**src/rtl/uart_tx_cfg.sv**
```systemverilog
`default_nettype none
// ============================================================================
//  Module      : uart_tx_cfg
//  Description : Configurable UART transmitter with a small transmit FIFO.
//                Per-frame optional even/odd parity and one or two stop bits.
//                Mode inputs are captured when a byte leaves the FIFO.
//  Revision    : 1.0 - initial release
// ============================================================================
module uart_tx_cfg #(
    parameter int CLKS_PER_BIT = 5208,
    parameter int DATA_BITS    = 8,
    parameter int FIFO_DEPTH   = 4
) (
    input  logic                               CLK,
    input  logic                               RST,
    input  logic                               TX_DV,
    input  logic [DATA_BITS-1:0]               TX_Byte,
    output logic                               TX_Ready,
    input  logic                               PARITY_EN,
    input  logic                               PARITY_ODD,
    input  logic                               STOP2,
    output logic                               TX_OUT,
    output logic                               TX_Active,
    output logic                               TX_Done,
    output logic [$clog2(FIFO_DEPTH+1)-1:0]    FIFO_Count
);

    localparam int c_cnt_w   = $clog2(CLKS_PER_BIT);
    localparam int c_bit_w   = $clog2(DATA_BITS);
    localparam int c_ptr_w   = $clog2(FIFO_DEPTH);
    localparam int c_count_w = $clog2(FIFO_DEPTH + 1);

    localparam logic [c_cnt_w-1:0]   c_cnt_last  = c_cnt_w'(CLKS_PER_BIT - 1);
    localparam logic [c_cnt_w-1:0]   c_cnt_one   = c_cnt_w'(1);
    localparam logic [c_bit_w-1:0]   c_bit_last  = c_bit_w'(DATA_BITS - 1);
    localparam logic [c_bit_w-1:0]   c_bit_one   = c_bit_w'(1);
    localparam logic [c_ptr_w-1:0]   c_ptr_one   = c_ptr_w'(1);
    localparam logic [c_count_w-1:0] c_count_one = c_count_w'(1);
    localparam logic [c_count_w-1:0] c_depth     = c_count_w'(FIFO_DEPTH);

    typedef enum logic [2:0] {
        S_IDLE   = 3'd0,
        S_START  = 3'd1,
        S_DATA   = 3'd2,
        S_PARITY = 3'd3,
        S_STOP   = 3'd4
    } state_t;

    // FIFO storage and bookkeeping
    logic [DATA_BITS-1:0] r_mem [FIFO_DEPTH];
    logic [c_ptr_w-1:0]   r_wr_ptr;
    logic [c_ptr_w-1:0]   r_rd_ptr;
    logic [c_count_w-1:0] r_count;
    logic                 w_push;
    logic                 w_pop;
    logic                 w_fifo_nempty;

    // Transmitter state
    state_t               r_state;
    state_t               w_state_nxt;
    logic [c_cnt_w-1:0]   r_cnt;
    logic [c_cnt_w-1:0]   w_cnt_nxt;
    logic [c_bit_w-1:0]   r_bit_idx;
    logic [c_bit_w-1:0]   w_bit_nxt;
    logic                 w_bit_end;
    logic                 w_done_nxt;
    logic                 w_tx_out_nxt;
    logic                 r_tx_out;
    logic                 r_active;
    logic                 r_done;

    // Frame captured at pop time
    logic [DATA_BITS-1:0] r_data;
    logic                 r_par_en;
    logic                 r_par_odd;
    logic                 r_stop2;

    // Ready depends only on the registered count, so a full FIFO drops a
    // write even when a pop happens on the same edge.
    assign TX_Ready      = (r_count < c_depth);
    assign w_push        = TX_DV && TX_Ready && !RST;
    assign w_fifo_nempty = (r_count != '0);
    assign w_bit_end     = (r_cnt == c_cnt_last);

    assign TX_OUT     = r_tx_out;
    assign TX_Active  = r_active;
    assign TX_Done    = r_done;
    assign FIFO_Count = r_count;

    // FIFO data array write port (contents need no reset; pointers flush it)
    always_ff @(posedge CLK) begin
        if (w_push) begin
            r_mem[r_wr_ptr] <= TX_Byte;
        end
    end

    // FIFO pointers and occupancy; pointers wrap naturally at FIFO_DEPTH
    always_ff @(posedge CLK) begin
        if (RST) begin
            r_wr_ptr <= '0;
            r_rd_ptr <= '0;
            r_count  <= '0;
        end else begin
            if (w_push) r_wr_ptr <= r_wr_ptr + c_ptr_one;
            if (w_pop)  r_rd_ptr <= r_rd_ptr + c_ptr_one;
            case ({w_push, w_pop})
                2'b10:   r_count <= r_count + c_count_one;
                2'b01:   r_count <= r_count - c_count_one;
                default: r_count <= r_count;
            endcase
        end
    end

    // Next-state logic: bit timing, bit sequencing, pop and done generation
    always_comb begin
        w_state_nxt = r_state;
        w_cnt_nxt   = r_cnt + c_cnt_one;
        w_bit_nxt   = r_bit_idx;
        w_pop       = 1'b0;
        w_done_nxt  = 1'b0;
        case (r_state)
            S_IDLE: begin
                w_cnt_nxt = '0;
                if (w_fifo_nempty) begin
                    w_pop       = 1'b1;
                    w_state_nxt = S_START;
                    w_bit_nxt   = '0;
                end
            end
            S_START: begin
                if (w_bit_end) begin
                    w_cnt_nxt   = '0;
                    w_bit_nxt   = '0;
                    w_state_nxt = S_DATA;
                end
            end
            S_DATA: begin
                if (w_bit_end) begin
                    w_cnt_nxt = '0;
                    if (r_bit_idx == c_bit_last) begin
                        w_bit_nxt   = '0;
                        w_state_nxt = r_par_en ? S_PARITY : S_STOP;
                    end else begin
                        w_bit_nxt = r_bit_idx + c_bit_one;
                    end
                end
            end
            S_PARITY: begin
                if (w_bit_end) begin
                    w_cnt_nxt   = '0;
                    w_bit_nxt   = '0;
                    w_state_nxt = S_STOP;
                end
            end
            S_STOP: begin
                if (w_bit_end) begin
                    w_cnt_nxt = '0;
                    // r_bit_idx counts stop bits already sent
                    if (r_stop2 && (r_bit_idx == '0)) begin
                        w_bit_nxt = c_bit_one;
                    end else begin
                        w_bit_nxt  = '0;
                        w_done_nxt = 1'b1;
                        if (w_fifo_nempty) begin
                            w_pop       = 1'b1;
                            w_state_nxt = S_START;
                        end else begin
                            w_state_nxt = S_IDLE;
                        end
                    end
                end
            end
            default: begin
                w_cnt_nxt   = '0;
                w_bit_nxt   = '0;
                w_state_nxt = S_IDLE;
            end
        endcase
    end

    // Line level for the upcoming cycle, derived from the next state
    always_comb begin
        w_tx_out_nxt = 1'b1;
        case (w_state_nxt)
            S_START:  w_tx_out_nxt = 1'b0;
            S_DATA:   w_tx_out_nxt = r_data[w_bit_nxt];
            S_PARITY: w_tx_out_nxt = (^r_data) ^ r_par_odd;
            default:  w_tx_out_nxt = 1'b1;
        endcase
    end

    // State, counters and registered outputs
    always_ff @(posedge CLK) begin
        if (RST) begin
            r_state   <= S_IDLE;
            r_cnt     <= '0;
            r_bit_idx <= '0;
            r_tx_out  <= 1'b1;
            r_active  <= 1'b0;
            r_done    <= 1'b0;
        end else begin
            r_state   <= w_state_nxt;
            r_cnt     <= w_cnt_nxt;
            r_bit_idx <= w_bit_nxt;
            r_tx_out  <= w_tx_out_nxt;
            r_active  <= (w_state_nxt != S_IDLE);
            r_done    <= w_done_nxt;
        end
    end

    // Capture the head byte and the mode inputs when a frame is launched
    always_ff @(posedge CLK) begin
        if (RST) begin
            r_data    <= '0;
            r_par_en  <= 1'b0;
            r_par_odd <= 1'b0;
            r_stop2   <= 1'b0;
        end else if (w_pop) begin
            r_data    <= r_mem[r_rd_ptr];
            r_par_en  <= PARITY_EN;
            r_par_odd <= PARITY_ODD;
            r_stop2   <= STOP2;
        end
    end

endmodule
`default_nettype wire

```
**config.mk**
```make
export PLATFORM = sky130hd
export DESIGN_NAME = uart_tx_cfg
export DESIGN_NICKNAME = d
export VERILOG_FILES = /design/src/rtl/uart_tx_cfg.sv
export SDC_FILE = /design/constraint.sdc
export NUM_CORES = 1
export LEC_CHECK = 0
export ABC_AREA = 1
export BUFFER_PORTS_ARGS = -buffer_cell sky130_fd_sc_hd__buf_2
export CAP_MARGIN = 20
export CORE_ASPECT_RATIO = 2
export CORE_UTILIZATION = 60
export DETAILED_ROUTE_END_ITERATION = 8
export PLACE_DENSITY = 0.9
export SLEW_MARGIN = 10
export SYNTH_ARGS = -nofsm -noshare
export SYNTH_HDL_FRONTEND = slang
export SYNTH_SLANG_ARGS = --single-unit
```
**constraint.sdc**
```tcl
create_clock -name CLK -period 3.3 [get_ports CLK]
set_input_delay 0.66 -clock CLK [delete_from_list [all_inputs] [get_ports CLK]]
set_output_delay 0.66 -clock CLK [all_outputs]
set_load 0.03 [all_outputs]
```
* After elaboration in Yosys (flattened, before gate mapping)
Memories as Yosys holds them, arrays and structs flattened. A register that Yosys moved wholly into a read port is not among the register bits.
Cells that the tools add are included.
** Word-level totals
- Register bits after elaboration :: 32
- RAM bits :: 32
- Input port bits :: 14
- Output and inout port bits :: 7
- Memories :: 1
** Memories
- r_mem :: depth 4, width 8, read ports 1, clocked after Yosys merged registers in 1, wr ports 1, RTL line 50 : logic [DATA_BITS-1:0] r_mem [FIFO_DEPTH];
** Cells by class
- $add $sub $neg :: 6
- $lt $le $gt $ge :: 2
- Equality and inequality tests :: 11
- Multiplexer cells :: 28
- Bitwise gates (word level) :: 4
- Reduce and logical (&&, ||, !) cells :: 14
** Operator list (number)
- 3-bit two-way mux :: 13
- 3-bit one-hot mux with 5 select lines :: 1
- 13-bit by 1-bit adder with 13-bit output, second input constant :: 1
- 13-bit == test, second input constant :: 1
- 3-bit by 2-bit == test with 1-bit output, second input constant :: 4
- 3-bit one-hot mux with 4 select lines :: 1
- 1-bit two-way mux :: 9
- 8-bit XOR reduction :: 1
- 3-bit by 1-bit adder with 3-bit output, second input constant :: 2
- 3-bit by 1-bit == test with 1-bit output, second input constant :: 2
- 3-bit == test, second input constant :: 2
- 3-bit logical NOT :: 2
- 3-bit one-hot mux with 2 select lines :: 1
- 3-bit nonzero test :: 2
- 3-bit OR reduction :: 2
- 2-bit by 1-bit adder with 2-bit output, second input constant :: 2
- 3-bit by 4-bit less-than comparator with 1-bit output, second input constant :: 1
- 4-bit OR reduction :: 1
- 1-bit binary-select mux with 3-bit select :: 1
- 1-bit logical AND :: 3
- 3-bit less-than comparator, second input constant :: 1
- 1-bit inverter :: 3
- 1-bit one-hot mux with 3 select lines :: 1
- 3-bit by 1-bit subtractor with 3-bit output, second input constant :: 1
- other kinds (7) :: 7

* Longest topological paths before layout
- Word-level depth :: 8
- Depth in mapped cells :: 15
- Mapped depth without buffers :: 15

* Least setup slack after synthesis
OpenSTA, ideal clock, no wires.
- Kind :: reg2reg
- Start :: register r_cnt[0]
- End :: register r_count[2] (netlist: FIFO_Count[2])
- Library setup time :: 0.134 ns
- Arrival time :: 2.278 ns
- Data required time :: 3.166 ns
- Setup slack :: 0.888 ns
- Cell stages (with the launch flop) :: 16
- Period minus slack after synthesis :: 2.412 ns
- Cell sequence :: dfxtp_1 -> ha_1 -> nand2_2 -> nor2_4 -> nand3_4 -> inv_2 -> nand4_1 -> nand2_2 -> buf_4 -> ha_1 -> inv_1 -> fa_1 -> a21oi_1 -> o21ai_0 -> o21ai_0 -> a21oi_1
** On the way
- Word-level cells in the longest chain between the ends :: 5
- Elaborated cells between the ends (all ways) :: 7
- Those cells by class :: 3 x eq/ne; 3 x mux; 1 x reduce/logical
** RTL lines
- start: declaration :: RTL line 61 : logic [c_cnt_w-1:0] r_cnt;
- start signal: assignment :: RTL line 203 : r_cnt <= w_cnt_nxt;
- 13-bit == test * :: RTL line 83 : assign w_bit_end = (r_cnt == c_cnt_last);
- 1-bit two-way mux * :: RTL line 156 : if (w_bit_end) begin
- 1-bit one-hot mux with 2 select lines * :: RTL line 121 : case (r_state)
- via w_pop :: RTL line 55 : logic w_pop;
- 2-bit by 1-bit == test with 1-bit output or 2-bit == test (tied branches) :: RTL line 106 : case ({w_push, w_pop})
- 3-bit one-hot mux with 2 select lines or 2-bit nonzero test (tied branches)
- end signal: assignment :: RTL line 107 : 2'b10: r_count <= r_count + c_count_one;
- end signal: assignment :: RTL line 108 : 2'b01: r_count <= r_count - c_count_one;
- end signal: assignment :: RTL line 109 : default: r_count <= r_count;
- end: declaration :: RTL line 53 : logic [c_count_w-1:0] r_count;
Mark *: on every way through the listed nets, which the timed path passes. The rest lies on a longest branch.
A chain may end at the register's enable or synchronous reset.

* Worst setup path in the final report
- Start :: register r_cnt[0]
- End :: register r_count[2] (netlist: FIFO_Count[2])
** On the way
- Word-level cells in the longest chain between the ends :: 5
- Elaborated cells between the ends (all ways) :: 7
- Those cells by class :: 3 x eq/ne; 3 x mux; 1 x reduce/logical
** RTL lines (RTL line)
- 13-bit == test * :: 83
- 1-bit two-way mux * :: 156
- 1-bit one-hot mux with 2 select lines * :: 121
- 2-bit by 1-bit == test with 1-bit output or 2-bit == test (tied branches) :: 106
- 3-bit one-hot mux with 2 select lines or 2-bit nonzero test (tied branches)
Mark *: on every way between the ends. The rest lies on a longest branch, timed or not.

==> results by group <==
STA
  – Final count of pins violating max slew: 0
  – Slew HR: 0.468
  – Tightest Pin Transition: 795 ps
  – Setup_tns: 0 ps
  – Worst-case clock skew: 9.18 ps
  – RSZ-0062 raised after global routing: no
  – Period minus WS final: 2750 ps
  – F_max: 364 MHz
  – Final Setup Violations: 0
  – Final hold vios: 0
  – Final cycle utilization of the critical path: 0.832

CTS
  – PostCTS Resize Cnt: 0
  – Total CTS buffers: 9
  – H-tree Lvls: 3
  – Post-CTS Setup Inserts: 0
  – CTS clk-pin slew, worst paths: 70 ps
  – CTS sink cnt: 72
  – TritonCTS clock tree: yes
  – Root Buffer Master: clkbuf_8
  – Hold buffer count at CTS: 0
  – Maximum buffer depth of the clock tree: 2
  – Clock network latency to the later pin of the worst-skew pair: 350 ps

Critical path
  – Crit path kind: flip-flop to flip-flop
  – CP Max Fanout: 23
  – RR Endpoint: FIFO_Count[2]
  – RR Startpoint: r_cnt[0]
  – Required @ worst endpoint: 3540 ps
  – Worst Setup Start Kind: flip-flop
  – Reg2Reg Depth: 14
  – Critical Path End Type: flip-flop
  – Critical path arrival: 2980 ps
  – R2R setup slack: 550 ps

Synth
  – Top-count cell post-synth: nor2_1
  – Cells after Synth: 375
  – Synth cell types: 33
  – Synth async-reset ratio: 0
  – Synth top cells by count: nor2_1 (70), o21ai_0 (41), dfxtp_1 (40), nand2_1 (37)
  – Synthesized netlist net count: 399
  – Synth Cell Area: 3340 µm²
  – Synth area leaders: edfxtp_1 (29%), dfxtp_1 (24%), nor2_1 (7.9%)
  – Number of synthesized flops with an enable pin: 32
  – Mapped Avg Cell Area: 8.91 µm²
  – Synth area leader: edfxtp_1
  – Post-synth top flop: dfxtp_1
  – Post-synth top area share: 0.288
  – Synth Register Bits: 72
  – Syn. warnings: 0
  – Seq/Total Area, Yosys: 0.527

Drt
  – Pre-antenna DRT Iters: 4
  – 1st-iter DRT viols: 97
  – Antenna Violating Nets Remaining: 0
  – Vias/cell: 5.48
  – DR DRC count: 0
  – Via Count: 2546
  – DRT Wirelength: 6.08 mm
  – DR WL/cell: 13.1 µm

Floorplanning
  – Starting density of the core: 0.622
  – Core Region: 5370 µm²
  – Die area: 5890 µm²
  – Rows: 38
  – I/O pins: 21
  – Die W: 54.8 µm
  – Die height: 108 µm

Hold path
  – Hold Crit Class: flip-flop to flip-flop
  – Hold_sp: r_cnt[0]
  – Hold endpoint: r_cnt[0]
  – Hold path cells: 1

Place
  – HPWL after DPL: 4.69 mm
  – Port Buffers: 20
  – RD Place Congestion: 0.888
  – Placed instance area: 3490 µm²

Global route
  – GRT overflow: 0
  – Initial antenna violation count: 0
  – First-pass GRT wire length: 9.68 mm
  – Global Route Usage Sum: 0.241
  – Vias in the first global route: 2399
  – Pin count of the biggest net entering global routing: 24

Layout
  – Ratio of cells with drive above 1 in the final layout: 0.178
  – Final #Nets: 424
  – Ant. Diodes: 0
  – Cell area after layout: 3680 µm²
  – Area delta synth->final: 10.2%

Flow run
  – Max cap viols: 0

Run status
  – Status: finished clean

Pwr
  – Pwr dens: 714 nW/µm²
  – Leakage power: 1.42 nW
  – Maximum vdd drop: 0.824 mV
## flip-flops by register name, summed over array words and instances (netlist names)
signal	flops
TX_Active	1
r_wr_ptr	2
TX_Done	1
r_par_odd	1
r_par_en	1
r_rd_ptr	2
TX_OUT	1
r_data	8
r_bit_idx	3
r_cnt	13
r_state	3
r_stop2	1
r_mem	32
FIFO_Count	3
## worst max-delay path, stage by stage, from the launching register on
cell and delay [ps]:
dfxtp_1 370, ha_1 200, nand2_2 100, nor2_4 150
nand3_4 170, inv_2 90, nand4_1 90, nand2_2 310
ha_1 230, inv_1 70, fa_1 380, a21oi_1 150
o21ai_0 110, o21ai_0 150, a21oi_1 60
## layout by cell type (no fill, tap or decap), drive strengths merged, types with 5 or more instances in the layout
cell and instances:
xnor2 6, nand3 22, o21ai 43, nor2 77, nor3 11, a21oi 14, dfxtp 40, ha 9
clkinv 5, inv 40, buf 22, clkbuf 10, nand2 50, edfxtp 32, a31oi 9
## metrics by stage
step	setup WS (ps)	hold slack [ps]	total power, mW	cells	util
final	555	467	2.63	465	0.685
after global routing	243	497	2.80	465	0.685
after CTS	522	473	2.64	465	0.685
after detailed placement	540	457	1.99	449	0.650
after global placement	674	444	1.95	449	0.650
after floorplan	888	430	1.82	375	-
## kinds of logic after synthesis
family | after synthesis | synth area share
XOR/XNOR | 10 | 0.0262
buffers and inverters | 50 | 0.0584
flip-flops | 72 | 0.527
adder cells (fa/ha/maj) | 10 | 0.0397
AND/OR/NAND/NOR | 165 | 0.231
AO/OA/AOI/OAI | 68 | 0.117
## final cells by class
class                   count  area, µm²
fillers                   427       1690
inverters                  42        158
repair buffers             22        115
multi-input cells         253       1380
clock buffers              10        128
clock inverters             6       60.1
flip-flops and latches     72       1760
well taps                  60       75.1
## power by group
| group | switching [mW] | internal [mW] |
|---|---|---|
| sequential | 0.0866 | 1.05 |
| clock | 0.313 | 0.345 |
| combinational | 0.546 | 0.286 |
## how the worst max path moves through the flow
stage,start,to
2_1_floorplan,r_cnt[0],FIFO_Count[2]
3_3_place_gp,r_cnt[0],FIFO_Count[2]
3_5_place_dp,r_cnt[0],FIFO_Count[2]
4_1_cts,r_cnt[0],FIFO_Count[2]
5_1_grt,r_cnt[0],FIFO_Count[2]
6_report,r_cnt[0],FIFO_Count[2]
## routing by layer
metal	global-route usage	vias to the layer above	wire length, µm	part of all wire
met5	0	-	0	0
met1	0.189	1180	2040	0.33
met4	0.154	0	277	0.046
li1	-	1293	-	-
met3	0.0791	25	178	0.029
met2	0.446	48	3590	0.59
(Power assumes the default switching activity.)
